File: src/rtl/cause_control_mux.sv
`default_nettype none
// ============================================================================
// Module      : cause_control_mux
// Description : Selects the exception-cause code that feeds the Cause
//               register from three entries using a 2-bit control field.
//               Select 2'b11 is illegal: it yields all zeros on the output
//               and sets a sticky illegal_sel flag, cleared only by reset.
//               Optional build macro CAUSECONTROLMUX_OUTREG_EN registers
//               the output (1-cycle latency, synchronous reset to zero).
// Revision    : 1.0 - initial release
// ============================================================================
module cause_control_mux #(
    parameter int WIDTH = 8
) (
    input  logic             clk,
    input  logic             reset,
    input  logic [WIDTH-1:0] entry0,
    input  logic [WIDTH-1:0] entry1,
    input  logic [WIDTH-1:0] entry2,
    input  logic [1:0]       controlSingal,
    output logic [WIDTH-1:0] out,
    output logic             illegal_sel
);

    localparam logic [1:0] c_SEL_ENTRY0  = 2'b00;
    localparam logic [1:0] c_SEL_ENTRY1  = 2'b01;
    localparam logic [1:0] c_SEL_ENTRY2  = 2'b10;
    localparam logic [1:0] c_SEL_ILLEGAL = 2'b11;

    logic [WIDTH-1:0] w_selected;
    logic             r_illegal_sel;

    // Select the cause code; the illegal encoding yields all zeros.
    always_comb begin
        w_selected = '0;
        case (controlSingal)
            c_SEL_ENTRY0: w_selected = entry0;
            c_SEL_ENTRY1: w_selected = entry1;
            c_SEL_ENTRY2: w_selected = entry2;
            default:      w_selected = '0;
        endcase
    end

    // Sticky illegal-select flag; reset has priority over a set.
    always_ff @(posedge clk) begin
        if (reset) begin
            r_illegal_sel <= 1'b0;
        end else if (controlSingal == c_SEL_ILLEGAL) begin
            r_illegal_sel <= 1'b1;
        end
    end

    assign illegal_sel = r_illegal_sel;

`ifdef CAUSECONTROLMUX_OUTREG_EN
    logic [WIDTH-1:0] r_out;

    // Registered output stage: one cycle of latency, cleared by reset.
    always_ff @(posedge clk) begin
        if (reset) begin
            r_out <= '0;
        end else begin
            r_out <= w_selected;
        end
    end

    assign out = r_out;
`else
    // Purely combinational output; reset does not touch this path.
    assign out = w_selected;
`endif

endmodule
`default_nettype wire

File: config.mk
export PLATFORM = sky130hd
export DESIGN_NAME = cause_control_mux
export DESIGN_NICKNAME = d
export VERILOG_FILES = /design/src/rtl/cause_control_mux.sv
export SDC_FILE = /design/constraint.sdc
export NUM_CORES = 1
export LEC_CHECK = 0
export ABC_AREA = 1
export ABC_CLOCK_PERIOD_IN_PS = 800
export CAP_MARGIN = 5
export CORE_AREA = 2 2 39 41
export CTS_BUF_LIST = sky130_fd_sc_hd__clkbuf_8
export DETAILED_ROUTE_END_ITERATION = 8
export DIE_AREA = 0 0 41 43
export GPL_ROUTABILITY_DRIVEN = 0
export PLACE_DENSITY = 0.65
export SYNTH_ARGS = -nofsm -noshare
export SYNTH_HDL_FRONTEND = slang
export SYNTH_SLANG_ARGS = --single-unit
export TNS_END_PERCENT = 100
File: constraint.sdc
create_clock -name clk -period 0.8 [get_ports clk]
set_input_delay 0.12 -clock clk [delete_from_list [all_inputs] [get_ports clk]]
set_output_delay 0.12 -clock clk [all_outputs]
set_load 0.05 [all_outputs]
==> impl_metrics.csv, run 1 <==
group,metric,value,unit
run_status,status,"finished, violations left",
run_status,violations,"setup timing",
setup_path,critPathCaptureType,"output port",
global_routing,grt_pass1_vias,394,
pwr,p_comb_frac,0.902,
global_routing,use_met2,0.2031,
setup_path,cp_top_family,"simple AND/OR/NAND/NOR gates",
setup_path,slowest_delay,0.22,ns
global_routing,top_usage_layer,"met2",
timing,drv_slew,0,
setup_path,critPathRequiredTime,0.68,ns
pwr,internal-power,328.8,uW
synthesis,syn_nets,68,
cells_and_area,finalNonFillerCells,94,
synthesis,avgSynthCellArea,5.380,um2
drt,totalWireLength,1001,um
cells_and_area,largest_register_ffs,1,
die,die_w,41,um
clock_tree,cts_hold_buf,0,
global_routing,grtUsageTotal,0.1171,
cells_and_area,final_cell_mix,"dlygate4sd2_1, nand3_1, nand3_2, buf_12, nand2_1",
global_routing,met1_usage,0.1497,
pwr,power_density,822.7,nW/um2
timing,rsz0062_at_grt,"yes",
setup_path,arrival,0.80,ns
clock_tree,clk_pin_slew,0,ns
drt,drc,0,
cells_and_area,final_common_cell,"dlygate4sd2_1",
cells_and_area,final_area,728.2,um2
die,core_area,1384,um2
setup_path,path_buf_inv,2,
synthesis,syn-cell-area,215.2,um2
setup_path,worstPathMaxFanout,8,
die,rows,14,
place,portBuffers,36,
drt,ant_nets,0,
setup_path,setup.worst_path.start_class,"input pin",
setup_path,worstPathCellList,"buf_8 -> nor2_4 -> nand2_1 -> nand3_2 -> buf_12",
drt,vias,426,
clock_tree,postCtsSetupBuffers,0,
place,dp.final_hpwl,857.8,um
pwr,ir_drop,373.5,uV
timing,finalHoldViolCount,0,
timing,tns,-0.7676,ns
flow_run,maxCapViolCount,0,
die,start_util,0.1555,
cells_and_area,n_antenna_cell,0,
min_path,hold_path.class,"flip-flop to flip-flop",
timing,tightest_slew,0.2391,ns
pwr,switching_share,0.4512,
timing,setup_viol,8,
timing,clock_skew,0,ns
synthesis,synth-seq-cells,1,
global_routing,antenna_found_initial,0,
timing,relSlewSlack,0.8402,
drt,dr.pass1.iters,3,
timing,max_freq,1.092,GHz
pwr,switchingPower,270.3,uW
timing,final.hold.worst_slack,0.4893,ns
drt,viasPerCell,4.532,
global_routing,grt_max_degree,9,
pwr,p_clk_frac,0,
timing,fin_crit,0.9154,ns
place,place_area,734.5,um2
synthesis,synth_cell_types,8,
cells_and_area,fin_nets,108,
die,die_h,43,um
synthesis,synthCells,40,
cells_and_area,area_growth_syn_to_layout,238.4,%
setup_path,worst-setup-path-type,"input pin to output port",
global_routing,overflow,0,
die,io_pins,37,
global_routing,use_met3,0.02618,
die,dieArea,1763,um2
pwr,pwr-share-seq,0.098,
timing,finalCritPeriodShare,1.144,
timing,setup_ws,-0.1154,ns
global_routing,grt_pass1_wl,1545,um
synthesis,ys.warnings.count,0,
setup_path,crit_slowest_cell,"nor2_4",
place,dp.cells,94,
drt,wl_per_cell,10.65,um
cells_and_area,drive_gt1_frac,0.3974,
synthesis,yosysSeqAreaShare,0.09302,
clock_tree,insertion_delay,0,ns
drt,initialDrtViolationCount,2,
pwr,p_leak,0.3728,nW
-- repair_timing --
action                     CTS  global route
setup endpoints to repair    9             8
pin swaps                   29             4
gates resized for setup     42             0
cloned                       0             0
-- per-layer routing --
layer | routed length (um) | vias up | part of all wire
met5 | 0 | - | 0
met4 | 0 | 0 | 0
met3 | 100 | 0 | 0.10
met2 | 514 | 21 | 0.51
met1 | 386 | 187 | 0.39
li1 | - | 218 | -
-- metrics by stage --
step | power (mW) | worst slack [ns] | utilization
after floorplan | 0.2951 | 0.03786 | -
after global placement | 0.6298 | -0.5937 | 0.5307
after detailed placement | 0.6318 | -0.6281 | 0.5307
after CTS | 0.6042 | -0.1154 | 0.5262
after global routing | 0.6252 | -0.1567 | 0.5262
final | 0.5991 | -0.1154 | 0.5262
-- worst min-delay path, delay by kind of cell, from the launching register on --
kind | cells | cell delay, ns
DFF | 1 | 0.33
AOI/OAI and AO/OA | 1 | 0.05
and+or+nand+nor | 1 | 0.07
-- Yosys cell counts --
library cell  count  area, um2
nand3_1          24      120.1
nand2_1           8      30.03
buf_6             2      22.52
inv_2             2      7.510
a21oi_1           1      5.000
dfxtp_1           1      20.02
nor2_1            1      3.750
nor2_2            1      6.260
-- power by group through the flow --
stage | Clock [mW] | Sequential [mW] | Combinational, mW
global route | 0 | 0.0592 | 0.566
global placement | 0 | 0.0584 | 0.571
finish | 0 | 0.0586 | 0.541
detailed placement | 0 | 0.0587 | 0.573
floorplan | 0 | 0.0687 | 0.226
CTS | 0 | 0.0587 | 0.545
-- cell type report --
cell class / instances / area (um2)
multi-input cells: 35 / 222.7
well taps: 16 / 20.02
fillers: 142 / 655.6
flip-flops and latches: 1 / 21.27
repair buffers: 40 / 456.7
inverters: 2 / 7.507
-- path summary, 6_finish.rpt --
path / startpoint / endpoint / slack (ns) / depth (start not counted)
setup / recovery: controlSingal[0] / out[1] / -0.12 / 5
hold reg to reg: illegal_sel / illegal_sel / 0.49 / 2
setup reg to reg: illegal_sel / illegal_sel / 0.20 / 2
hold / removal: illegal_sel / illegal_sel / 0.49 / 2
-- cell families (layout without fill, tap and decap cells) --
group,after synthesis,after routing,share of synthesized area
simple gates,34,34,0.7442
buf+inv,4,42,0.1395
flops,1,1,0.09303
compound gates,1,1,0.02323
Note: power is estimated with default switching activity, not from simulation.
==> run 2: changes to the inputs <==
--- a/config.mk
+++ b/config.mk
@@ -5,7 +5,7 @@
 export SDC_FILE = /design/constraint.sdc
 export NUM_CORES = 1
 export LEC_CHECK = 0
-export ABC_AREA = 1
+export ABC_AREA = 0
 export ABC_CLOCK_PERIOD_IN_PS = 800
 export CAP_MARGIN = 5
 export CORE_AREA = 2 2 39 41
@@ -13,7 +13,7 @@
 export DETAILED_ROUTE_END_ITERATION = 8
 export DIE_AREA = 0 0 41 43
 export GPL_ROUTABILITY_DRIVEN = 0
-export PLACE_DENSITY = 0.65
+export PLACE_DENSITY = 0.67
 export SYNTH_ARGS = -nofsm -noshare
 export SYNTH_HDL_FRONTEND = slang
 export SYNTH_SLANG_ARGS = --single-unit
==> run 2 against run 1 <==
The flow still finishes with violations (setup timing). Critical endpoint is now out[2]. Setup slack got worse by 0.12 ns. Cell count is 18% lower. Largest power group unchanged. Wire length decreased by 2.7%. Synthesized area increased by 7.0%. Register-to-register slack about the same. Critical path depth is 1 higher. Highest routed layer unchanged.
==> impl_metrics.csv, run 2 <==
group,metric,value,unit
setup_path,critPathRequiredTime,0.68,ns
pwr,switchingPower,316.9,uW
timing,finalCritPeriodShare,1.290,
cells_and_area,final_common_cell,"dlygate4sd2_1",
synthesis,syn_nets,51,
place,dpl_worst_slack,-0.6797,ns
setup_path,setup.worst_path.start_class,"input pin",
timing,clock_skew,0,ns
timing,finalHoldViolCount,0,
global_routing,antenna_found_initial,0,
global_routing,grt_max_degree,10,
setup_path,arrival,0.91,ns
timing,setup_ws,-0.2318,ns
drt,viasPerCell,4.519,
timing,fin_crit,1.032,ns
synthesis,syn-cell-area,230.2,um2
drt,wl_per_cell,12.65,um
flow_run,maxCapViolCount,0,
synthesis,synthCells,23,
pwr,power_density,789.5,nW/um2
die,die_w,41,um
pwr,internal-power,422.0,uW
setup_path,slowest_delay,0.15,ns
die,core_area,1384,um2
timing,setup_viol,8,
synthesis,ys.warnings.count,0,
drt,drc,0,
timing,max_freq,0.9692,GHz
setup_path,worstPathMaxFanout,5,
min_path,hold_path.class,"flip-flop to flip-flop",
synthesis,synth_ff_type,"dfxtp_1",
synthesis,async_reset_ff_frac,0,
run_status,status,"finished, violations left",
setup_path,rrSetupSlack,0.20,ns
cells_and_area,fillers,106,
synthesis,ys_top_cells_by_count,"mux2i_1, o2bb2ai_1, buf_6",
drt,ant_nets,0,
pwr,switching_share,0.4289,
setup_path,cp_top_family,"buffers and inverters",
min_path,hold_path_depth,2,
clock_tree,insertion_delay,0,ns
synthesis,yosys.area.top_type_share,0.3478,
synthesis,synth-edff-count,0,
pwr,ir_drop,460.1,uV
cells_and_area,final_cell_mix,"dlygate4sd2_1, buf_12, o2bb2ai_4",
setup_path,critPathCaptureType,"output port",
setup_path,worst-path-stages,6,
setup_path,crit_slowest_cell,"buf_12",
synthesis,netlist.top_cell.by_area,"mux2i_1",
timing,drv_slew,0,
clock_tree,clk_pin_slew,0,ns
pwr,p_clk_frac,0,
run_status,violations,"setup timing",
drt,dr.pass1.iters,3,
place,portBuffers,36,
cells_and_area,finalNonFillerCells,77,
global_routing,grt_pass1_wl,1497,um
setup_path,r2r_cells,2,
global_routing,grtUsageTotal,0.1161,
die,die_h,43,um
clock_tree,cts_hold_buf,0,
die,dieArea,1763,um2
die,io_pins,37,
global_routing,overflow,0,
cells_and_area,largest_register_ffs,1,
pwr,p_leak,0.3697,nW
drt,initialDrtViolationCount,2,
timing,rsz0062_at_grt,"yes",
synthesis,synth_cell_types,8,
place,dp.final_hpwl,872.5,um
die,rows,14,
place,dp.cells,77,
die,start_util,0.1664,
cells_and_area,fin_nets,91,
cells_and_area,drive_gt1_frac,0.5574,
drt,totalWireLength,974,um
cells_and_area,n_antenna_cell,0,
global_routing,grt_pass1_vias,372,
setup_path,worst-setup-path-type,"input pin to output port",
synthesis,synth_area_leaders,"mux2i_1, o2bb2ai_1, buf_6, dfxtp_1, buf_8",
clock_tree,postCtsSetupBuffers,0,
timing,tightest_slew,0.2185,ns
synthesis,synth-seq-cells,1,
timing,relSlewSlack,0.8515,
setup_path,worstPathCellList,"buf_6 -> buf_6 -> nor2b_4 -> buf_12 -> o2bb2ai_4 -> buf_12",
cells_and_area,area_growth_syn_to_layout,306.5,%
setup_path,path_buf_inv,4,
synthesis,yosysSeqAreaShare,0.08696,
pwr,p_comb_frac,0.921,
drt,vias,348,
pwr,pwr-share-seq,0.079,
synthesis,avgSynthCellArea,10.01,um2
[run 2: cells by family after synthesis]
| group | after synthesis | share of synthesized area |
|---|---|---|
| and+or+nand+nor | 2 | 0.07606 |
| buffers and inverters | 3 | 0.1630 |
| DFF | 1 | 0.08696 |
| muxes | 8 | 0.3478 |
| AOI/OAI and AO/OA | 9 | 0.3261 |
[run 2: area by class of cell]
| class | count | area (um2) | area share |
|---|---|---|---|
| well taps | 16 | 20.02 | 0.02139 |
| flip-flops and latches | 1 | 21.27 | 0.02273 |
| multi-input cells | 19 | 405.4 | 0.4332 |
| repair buffers | 41 | 489.2 | 0.5227 |
[run 2: power groups by stage]
stage / Clock, mW / Combinational (mW) / Sequential (mW)
final: 0 / 0.680 / 0.0587
after global routing: 0 / 0.705 / 0.0593
after CTS: 0 / 0.690 / 0.0588
after detailed placement: 0 / 0.653 / 0.0588
after global placement: 0 / 0.648 / 0.0585
after floorplan: 0 / 0.312 / 0.0687
[run 2: path summary, 6_finish.rpt]
kind,from,end
hold reg to reg,illegal_sel,illegal_sel
setup reg to reg,illegal_sel,illegal_sel
setup / recovery,controlSingal[0],out[2]
hold / removal,illegal_sel,illegal_sel
[run 2: worst reg2reg max path: stages, from the launching register on]
cell	delay [ns]
dfxtp_2	0.31
a21oi_1	0.12
nor2_1	0.05
[run 2: timing repair]
item	in CTS	in global routing
gates resized for setup	45	2
pin swaps	5	0
hold endpoints to repair	0	0
setup endpoints to repair	9	9
[run 2: layer usage]
metal  global-route usage  up-vias  part of all wire
met1               0.1178      162              0.30
met3              0.02094        0              0.16
li1                     -      167                 -
met4                    0        0                 0
met5                    0        -                 0
met2               0.2344       19              0.54
[run 2: per-stage QoR]
stage	total power, mW	hold WS [ns]	TNS (ns)	util	instance area [um2]
after detailed placement	0.7114	0.5072	-5.540	0.6248	864.6
after floorplan	0.3811	0.1850	-0.8709	-	399.1
after global routing	0.7644	0.5236	-1.990	0.6763	935.9
final	0.7389	0.4975	-1.813	0.6763	935.9
after CTS	0.7483	0.5071	-1.895	0.6781	938.4
after global placement	0.7066	0.4792	-5.425	0.6248	864.6
==> run 3: changes to the inputs <==
--- a/config.mk
+++ b/config.mk
@@ -13,7 +13,7 @@
 export DETAILED_ROUTE_END_ITERATION = 8
 export DIE_AREA = 0 0 41 43
 export GPL_ROUTABILITY_DRIVEN = 0
-export PLACE_DENSITY = 0.67
+export PLACE_DENSITY = 0.64
 export SYNTH_ARGS = -nofsm -noshare
 export SYNTH_HDL_FRONTEND = slang
 export SYNTH_SLANG_ARGS = --single-unit
==> run 3 against run 2 <==
The flow still finishes with violations (setup timing). Sequential share of layout area is 0.25 points lower. Final area increased by 12%. Core utilization rose by 8.3 points. Setup slack lost 0.052 ns. Sequential power grew 1%. Wire length rose by 27%. Largest power group unchanged.
==> impl_metrics.csv, run 3 (synthesis results as in run 2) <==
group,metric,value,unit
min_path,hold_path.class,"flip-flop to flip-flop",
timing,drv_slew,0,
setup_path,critPathMostFrequentCell,"buf_12",
drt,dr.pass1.iters,3,
clock_tree,clk_pin_slew,0,ns
setup_path,path_buf_inv,4,
setup_path,critPathCaptureType,"output port",
cells_and_area,multi_input_area,426.7,um2
pwr,ir_drop,376.4,uV
drt,totalWireLength,1241,um
cells_and_area,post-route-util,0.7595,
timing,relSlewSlack,0.8822,
global_routing,antenna_found_initial,0,
die,core_area,1384,um2
global_routing,grt_max_degree,6,
die,rows,14,
drt,vias,375,
timing,finalHoldViolCount,0,
timing,setup_ws,-0.2837,ns
place,place_area,877.1,um2
flow_run,maxCapViolCount,0,
global_routing,grtUsageTotal,0.1403,
cells_and_area,n_antenna_cell,0,
cells_and_area,drive_gt1_frac,0.5938,
setup_path,worst-setup-path-type,"input pin to output port",
timing,rsz0062_at_grt,"yes",
cells_and_area,final_area,1051,um2
setup_path,slowest_delay,0.18,ns
timing,tns,-2.178,ns
place,dp.cells,77,
cells_and_area,finalNonFillerCells,80,
global_routing,grt_pass1_wl,1794,um
die,die_h,43,um
setup_path,cp_top_family,"buffers and inverters",
pwr,power,823.3,uW
drt,viasPerCell,4.688,
setup_path,worstPathCellList,"buf_8 -> buf_12 -> nor2b_4 -> buf_12 -> o2bb2ai_4 -> buf_12",
global_routing,overflow,0,
global_routing,grt_pass1_vias,436,
cells_and_area,largest_register_ffs,1,
setup_path,critPathRequiredTime,0.68,ns
timing,fin_crit,1.084,ns
cells_and_area,fillers,73,
timing,finalCritPeriodShare,1.355,
place,portBuffers,36,
timing,clock_skew,0,ns
setup_path,worstPathMaxFanout,5,
setup_path,crit_slowest_cell,"nor2b_4",
die,io_pins,37,
pwr,p_leak,0.3980,nW
drt,drc,0,
cells_and_area,area_growth_syn_to_layout,356.5,%
cells_and_area,final_common_cell,"dlygate4sd2_1",
timing,final.hold.worst_slack,0.4943,ns
timing,setup_viol,8,
drt,ant_nets,0,
pwr,power_density,783.3,nW/um2
run_status,status,"finished, violations left",
cells_and_area,final_cell_mix,"dlygate4sd2_1, buf_12, clkdlybuf4s50_1",
cells_and_area,seqCellArea,21.27,um2
run_status,violations,"setup timing",
setup_path,setup.worst_path.start_class,"input pin",
timing,max_freq,0.9227,GHz
die,die_w,41,um
drt,wl_per_cell,15.51,um
clock_tree,insertion_delay,0,ns
die,start_util,0.1664,
drt,initialDrtViolationCount,2,
die,dieArea,1763,um2
place,dpl_worst_slack,-0.6976,ns
cells_and_area,fin_nets,94,
setup_path,arrival,0.96,ns
timing,tightest_slew,0.1730,ns
## run 3: changes by cell type in the layout (fill, tap and decap cells not counted), sizes merged
cell | previous run | this run
dlygate4sd2 | 20 | 16
dlymetal6s2s | 1 | 0
buf | 15 | 19
clkbuf | 1 | 0
clkdlybuf4s50 | 4 | 9
## run 3: layer usage
metal,track usage,wire (um),up-vias
met5,0,0,-
met1,0.1342,367,174
li1,-,-,175
met4,0.02000,0,0
met2,0.2656,676,26
met3,0.05236,196,0
## run 3: worst paths after layout
kind | from | end | slack, ns | depth (start not counted)
min reg2reg | illegal_sel | illegal_sel | 0.49 | 2
min | illegal_sel | illegal_sel | 0.49 | 2
max reg2reg | illegal_sel | illegal_sel | 0.22 | 2
max | controlSingal[0] | out[5] | -0.28 | 6
## run 3: final cells by class
cell class              instances  area share
repair buffers                 44      0.5548
flip-flops and latches          1     0.02024
multi-input cells              19      0.4060
well taps                      16     0.01905
## run 3: report_power, final
group          total [mW]  internal (mW)  switching, mW
Clock                   0              0              0
Sequential         0.0593         0.0552        0.00417
Combinational       0.764          0.428          0.336
## run 3: repair_timing
action	in CTS	in global routing
setup buffers	0	2
hold buffers	0	0
pin swaps	8	3
endpoints found under the setup margin	9	9
cloned	2	0
gates resized for setup	50	2
## run 3: worst min-delay path, delay by kind of cell, from the launching register on
family	cells	cell delay, ns
simple gates	1	0.08
compound gates	1	0.04
flops	1	0.34
